**src/rtl/wm_pkg.sv**
```systemverilog
// Shared types and time constants for the laundromat water-valve arbiter.
package wm_pkg;

  typedef enum logic [1:0] {
    StIdle,
    StGrant,
    StSettle
  } state_t;

  localparam int unsigned TICKS_PER_SEC = 250;
  localparam int unsigned FILL_MAX_SEC  = 120;
  localparam int unsigned SETTLE_SEC    = 1;

  function automatic int unsigned max_u(input int unsigned a, input int unsigned b);
    return (a > b) ? a : b;
  endfunction

endpackage

```
**src/rtl/wm_rr_pick.sv**
```systemverilog
// Combinational round-robin picker: first eligible index strictly after last_i, with wrap.
module wm_rr_pick
  import wm_pkg::*;
#(
  parameter int unsigned N_REQ = 4,
  localparam int unsigned IW   = $clog2(N_REQ)
) (
  input  logic [N_REQ-1:0] eligible_i,
  input  logic [IW-1:0]    last_i,
  output logic [N_REQ-1:0] pick_o,
  output logic             valid_o
);

  logic [IW-1:0] idx;

  always_comb begin
    pick_o  = '0;
    valid_o = 1'b0;
    idx     = '0;
    // Offsets 1..N_REQ so last_i itself is considered only after everyone else.
    for (int unsigned i = 1; i <= N_REQ; i++) begin
      idx = IW'((32'(last_i) + i) % N_REQ);
      if (!valid_o && eligible_i[idx]) begin
        pick_o[idx] = 1'b1;
        valid_o     = 1'b1;
      end
    end
  end

endmodule

```
**src/rtl/wm_water_arbiter.sv**
```systemverilog
// Round-robin arbiter sharing one water valve among N_REQ machines, with fill
// timeout and a settling gap between consecutive grants.
module wm_water_arbiter
  import wm_pkg::*;
#(
  parameter int unsigned N_REQ    = 4,
  parameter int unsigned MAX_FILL = FILL_MAX_SEC * TICKS_PER_SEC,
  parameter int unsigned SETTLE   = SETTLE_SEC * TICKS_PER_SEC
) (
  input  logic             i_clk,
  input  logic             i_rst,
  input  logic [N_REQ-1:0] i_req,
  output logic [N_REQ-1:0] o_grant,
  output logic             o_valve,
  output logic [N_REQ-1:0] o_timeout,
  output logic             o_busy
);

  localparam int unsigned IW = $clog2(N_REQ);
  localparam int unsigned CW = $clog2(max_u(MAX_FILL, SETTLE) + 1);

  state_t           state_q;
  logic [CW-1:0]    cnt_q;
  logic [IW-1:0]    last_q;
  logic [N_REQ-1:0] grant_q;
  logic             valve_q;
  logic [N_REQ-1:0] timeout_q;

  logic [N_REQ-1:0] eligible;
  logic [N_REQ-1:0] pick;
  logic             pick_valid;
  logic [IW-1:0]    pick_idx;

  assign eligible = i_req & ~timeout_q;

  wm_rr_pick #(
    .N_REQ(N_REQ)
  ) u_pick (
    .eligible_i(eligible),
    .last_i    (last_q),
    .pick_o    (pick),
    .valid_o   (pick_valid)
  );

  always_comb begin
    pick_idx = '0;
    for (int unsigned i = 0; i < N_REQ; i++) begin
      if (pick[i]) pick_idx = IW'(i);
    end
  end

  always_ff @(posedge i_clk) begin
    if (i_rst) begin
      state_q   <= StIdle;
      cnt_q     <= '0;
      last_q    <= IW'(N_REQ - 1);
      grant_q   <= '0;
      valve_q   <= 1'b0;
      timeout_q <= '0;
    end else begin
      // A flag drops as soon as its machine withdraws the request.
      timeout_q <= timeout_q & i_req;
      unique case (state_q)
        StIdle: begin
          if (pick_valid) begin
            grant_q <= pick;
            valve_q <= 1'b1;
            last_q  <= pick_idx;
            cnt_q   <= '0;
            state_q <= StGrant;
          end
        end
        StGrant: begin
          cnt_q <= cnt_q + CW'(1);
          if ((grant_q & i_req) == '0) begin
            grant_q <= '0;
            valve_q <= 1'b0;
            cnt_q   <= '0;
            state_q <= StSettle;
          end else if (cnt_q == CW'(MAX_FILL - 1)) begin
            grant_q   <= '0;
            valve_q   <= 1'b0;
            timeout_q <= (timeout_q & i_req) | grant_q;
            cnt_q     <= '0;
            state_q   <= StSettle;
          end
        end
        StSettle: begin
          if (cnt_q == CW'(SETTLE - 1)) begin
            cnt_q   <= '0;
            state_q <= StIdle;
          end else begin
            cnt_q <= cnt_q + CW'(1);
          end
        end
        default: state_q <= StIdle;
      endcase
    end
  end

  assign o_grant   = grant_q;
  assign o_valve   = valve_q;
  assign o_timeout = timeout_q;
  assign o_busy    = (state_q != StIdle);

endmodule
```
**config.mk**
```make
export PLATFORM = sky130hd
export DESIGN_NAME = wm_water_arbiter
export DESIGN_NICKNAME = d
export VERILOG_FILES = /design/src/rtl/wm_pkg.sv /design/src/rtl/wm_rr_pick.sv /design/src/rtl/wm_water_arbiter.sv
export SDC_FILE = /design/constraint.sdc
export NUM_CORES = 1
export LEC_CHECK = 0
export BUFFER_PORTS_ARGS = -buffer_cell sky130_fd_sc_hd__buf_2
export CORE_MARGIN = 3
export CORE_UTILIZATION = 45
export DETAILED_ROUTE_END_ITERATION = 6
export PLACE_DENSITY = 0.69
export RECOVER_POWER = 100
export SYNTH_ARGS = -nofsm -noshare
export SYNTH_HDL_FRONTEND = slang
export SYNTH_HIERARCHICAL = 1
export SYNTH_SLANG_ARGS = --single-unit
```
**constraint.sdc**
```tcl
create_clock -name i_clk -period 3.3 [get_ports i_clk]
set_input_delay 0.33 -clock i_clk [delete_from_list [all_inputs] [get_ports i_clk]]
set_output_delay 0.33 -clock i_clk [all_outputs]
set_load 0.005 [all_outputs]
```
==> impl_metrics.py <==
metrics = {
    "run_status": {
        "status": "complete, no violations",
    },
    "synth": {
        "synth_warnings": 6,
        "ys.flop_type": "dfxtp_1",
        "synth_area_leaders": "dfxtp_1 30%, ha_1 9.9%, nor2_1 5.8%",
        "syn_area_per_cell_sq_um": 8.47,
        "ys_ff_latch": 28,
        "synth_largest_area_cell": "dfxtp_1",
        "syn-cell-area_sq_mm": 0.00189,
        "seq_area_frac_synth_pct": 29.7,
        "netlist_top_cells_count": "29 x nor2_1, 28 x dfxtp_1, 20 x nand2_1",
        "yosysMostFrequentCell": "nor2_1",
        "synth_edf_count": 0,
        "synth_top_area_share_pct": 29.7,
        "synthArstFlopShare_pct": 0,
        "synth_nets": 244,
        "synthCells": 223,
        "synthDistinctLibCells": 52,
    },
    "power": {
        "power_density_mw_per_mm2": 623,
        "leakage_nw": 0.834,
        "vdd_ir_drop_max_mv": 0.554,
    },
    "place": {
        "portBuffers": 15,
        "dp.cells": 281,
        "dp_slack_ns": 0.495,
        "place_area_sq_mm": 0.00200,
        "dp_hpwl_mm": 2.87,
        "gp_congestion": 0.877,
    },
    "global_route": {
        "grt_use_total_pct": 15.4,
        "grt_pass1_vias": 1374,
        "grt_start_max_net_pins": 24,
        "grt_pass1_wl_mm": 6.59,
        "grt-ovfl-total": 0,
        "antenna_found_initial": 0,
    },
    "routing": {
        "routed-via-count": 1626,
        "first_pass_iters": 4,
        "drt_iter0_markers": 85,
        "route.detailed.drc": 0,
        "ant_nets": 0,
        "via_per_inst": 5.71,
        "wl_met3_um": 133,
        "wl_met1_mm": 2.07,
        "wl_met2_mm": 1.72,
        "detail_route.wl_per_cell_um": 13.8,
        "dr.max_layer_used": "met4",
        "routed_wl_mm": 3.94,
    },
    "worst_setup_path": {
        "end_kind": "flop",
        "worst-endpoint-arrival_ns": 3.03,
        "cp-start-kind": "flop",
        "r2r_cells": 10,
        "r2r_setup_slack_ns": 0.44,
        "reg2reg_to": "last_q[0]",
        "worst_ep_required_time_ns": 3.47,
        "path_class": "reg -> reg",
        "r2r-start": "last_q[1]",
        "crit_path_max_fanout": 13,
    },
    "clock_tree": {
        "holdBufCountCts": 0,
        "insertion_delay_ns": 0.27,
        "cts-root-buf": "clkbuf_8",
        "post_cts_buffers": 0,
        "clock-sinks": 28,
        "cts_made_buffers": 3,
        "cts_buffer_depth": 2,
        "clk_pin_slew_ns": 0.10,
        "cts_resized": 0,
        "cts_max_level": 1,
        "cts_tree": "yes",
    },
    "floorplanning": {
        "io_pins": 16,
        "fp.dieH_um": 70.8,
        "initial_core_util_pct": 49.0,
        "die_area_sq_mm": 0.00501,
        "coreArea_sq_mm": 0.00385,
        "fp-row-count": 22,
        "die_w_um": 70.8,
    },
    "timing": {
        "finalHoldViolations": 0,
        "skew_ns": 0.00564,
        "fin_crit_ns": 2.86,
        "max_freq_ghz": 0.349,
        "worst_pin_slew_ns": 0.725,
        "finalSetupViolations": 0,
        "min_period_over_period_pct": 86.8,
        "setup_ws_ns": 0.436,
        "rsz0062_at_grt": "false",
        "holdWs_ns": 0.345,
        "slew_headroom_pct": 51.6,
        "drv_slew": 0,
        "tns_ns": 0,
    },
    "final_layout": {
        "fin_area_sq_mm": 0.00202,
        "layout-drive-gt1-share_pct": 8.44,
        "seq_area_sq_um": 561,
        "fillers": 381,
        "antenna_cells": 0,
        "area_delta_synth_final_pct": 7.09,
        "nNetsFinal": 259,
        "layoutNonFillerInstCount": 285,
        "multi_input_area_sq_mm": 0.00122,
    },
    "min_path": {
        "worstHoldPathCells": 3,
        "worstHoldPathType": "in -> reg",
        "hp-start": "i_req[0]",
        "whs_endpoint": "o_timeout[0]",
    },
    "run": {
        "drv_cap": 0,
    },
}
==> placed cells by master (no fill, tap or decap), types with 2 or more instances in the layout <==
cell / n
nor2_1: 29
a22oi_1: 5
dfxtp_1: 28
o21ai_0: 7
nand2b_1: 2
nor4_1: 3
mux2i_1: 10
a21oi_1: 8
and3_1: 5
xor2_1: 7
buf_2: 12
mux2_2: 2
clkbuf_8: 4
or3b_1: 2
o21bai_1: 2
nor4b_1: 4
nor2b_1: 5
nor3b_1: 3
nand3b_1: 2
clkbuf_1: 3
nand3_1: 6
ha_1: 15
a22o_1: 2
nand4_1: 7
inv_1: 12
nand2_1: 20
a221o_1: 4
nor3_1: 7
==> sequential cells by signal (all words and copies together) (netlist names) <==
signal / flops
cnt_q: 15
last_q: 2
o_grant: 4
o_timeout: 4
o_valve: 1
state_q: 2
==> final cells by class <==
type | instances | share of cell area (%)
timing repair buffer | 16 | 3.90
tap | 48 | 2.97
clock buffer | 4 | 2.72
sequential | 28 | 27.7
inverter | 12 | 2.23
multi-input combinational | 177 | 60.5
==> layer usage <==
| metal | global-route usage, % | vias up |
|---|---|---|
| met4 | 2.92 | 0 |
| met3 | 1.70 | 2 |
| met2 | 23.3 | 33 |
| met5 | 0 | - |
| met1 | 23.5 | 748 |
| li1 | - | 843 |
==> cells by family (layout without fill, tap and decap cells) <==
logic type | count (synthesis) | count (layout) | synth area share, %
AND/OR/NAND/NOR | 101 | 101 | 28.8
flip-flops | 28 | 28 | 29.7
multiplexers | 13 | 13 | 7.89
AO/OA/AOI/OAI | 40 | 40 | 15.8
buffers and inverters | 18 | 32 | 4.17
adder cells (fa/ha/maj) | 15 | 15 | 9.94
XOR/XNOR | 8 | 8 | 3.71
==> stage by stage <==
stage	utilization, %	total power [mW]
after floorplan	-	0.922
after global placement	51.8	1.05
after detailed placement	51.8	1.05
after CTS	53.2	1.27
after global routing	52.5	1.37
final	52.5	1.26
==> critical path, cell delays in order (launching register included) <==
cell and delay (ns):
dfxtp_1 0.62, inv_1 0.18, ha_1 0.42, mux2i_1 0.24, o2111ai_1 0.13, o21ai_0 0.40
a221o_1 0.25, inv_1 0.06, a21oi_1 0.14, nor2_1 0.05, a211o_1 0.26
==> worst max-delay path by stage <==
stage	slack, ns	start	end	cells past startpoint
global route	0.12	last_q[1]	last_q[0]	10
detailed placement	0.49	last_q[1]	last_q[0]	10
floorplan	0.86	last_q[0]	last_q[0]	10
CTS	0.48	last_q[1]	last_q[0]	10
global placement	0.60	last_q[1]	last_q[0]	10
finish	0.44	last_q[1]	last_q[0]	10
==> power breakdown <==
part	total (mW)	internal [mW]	switching, mW
combinational	0.601	0.258	0.343
sequential	0.447	0.385	0.0625
clock	0.212	0.107	0.105
(Power assumes the default switching activity.)
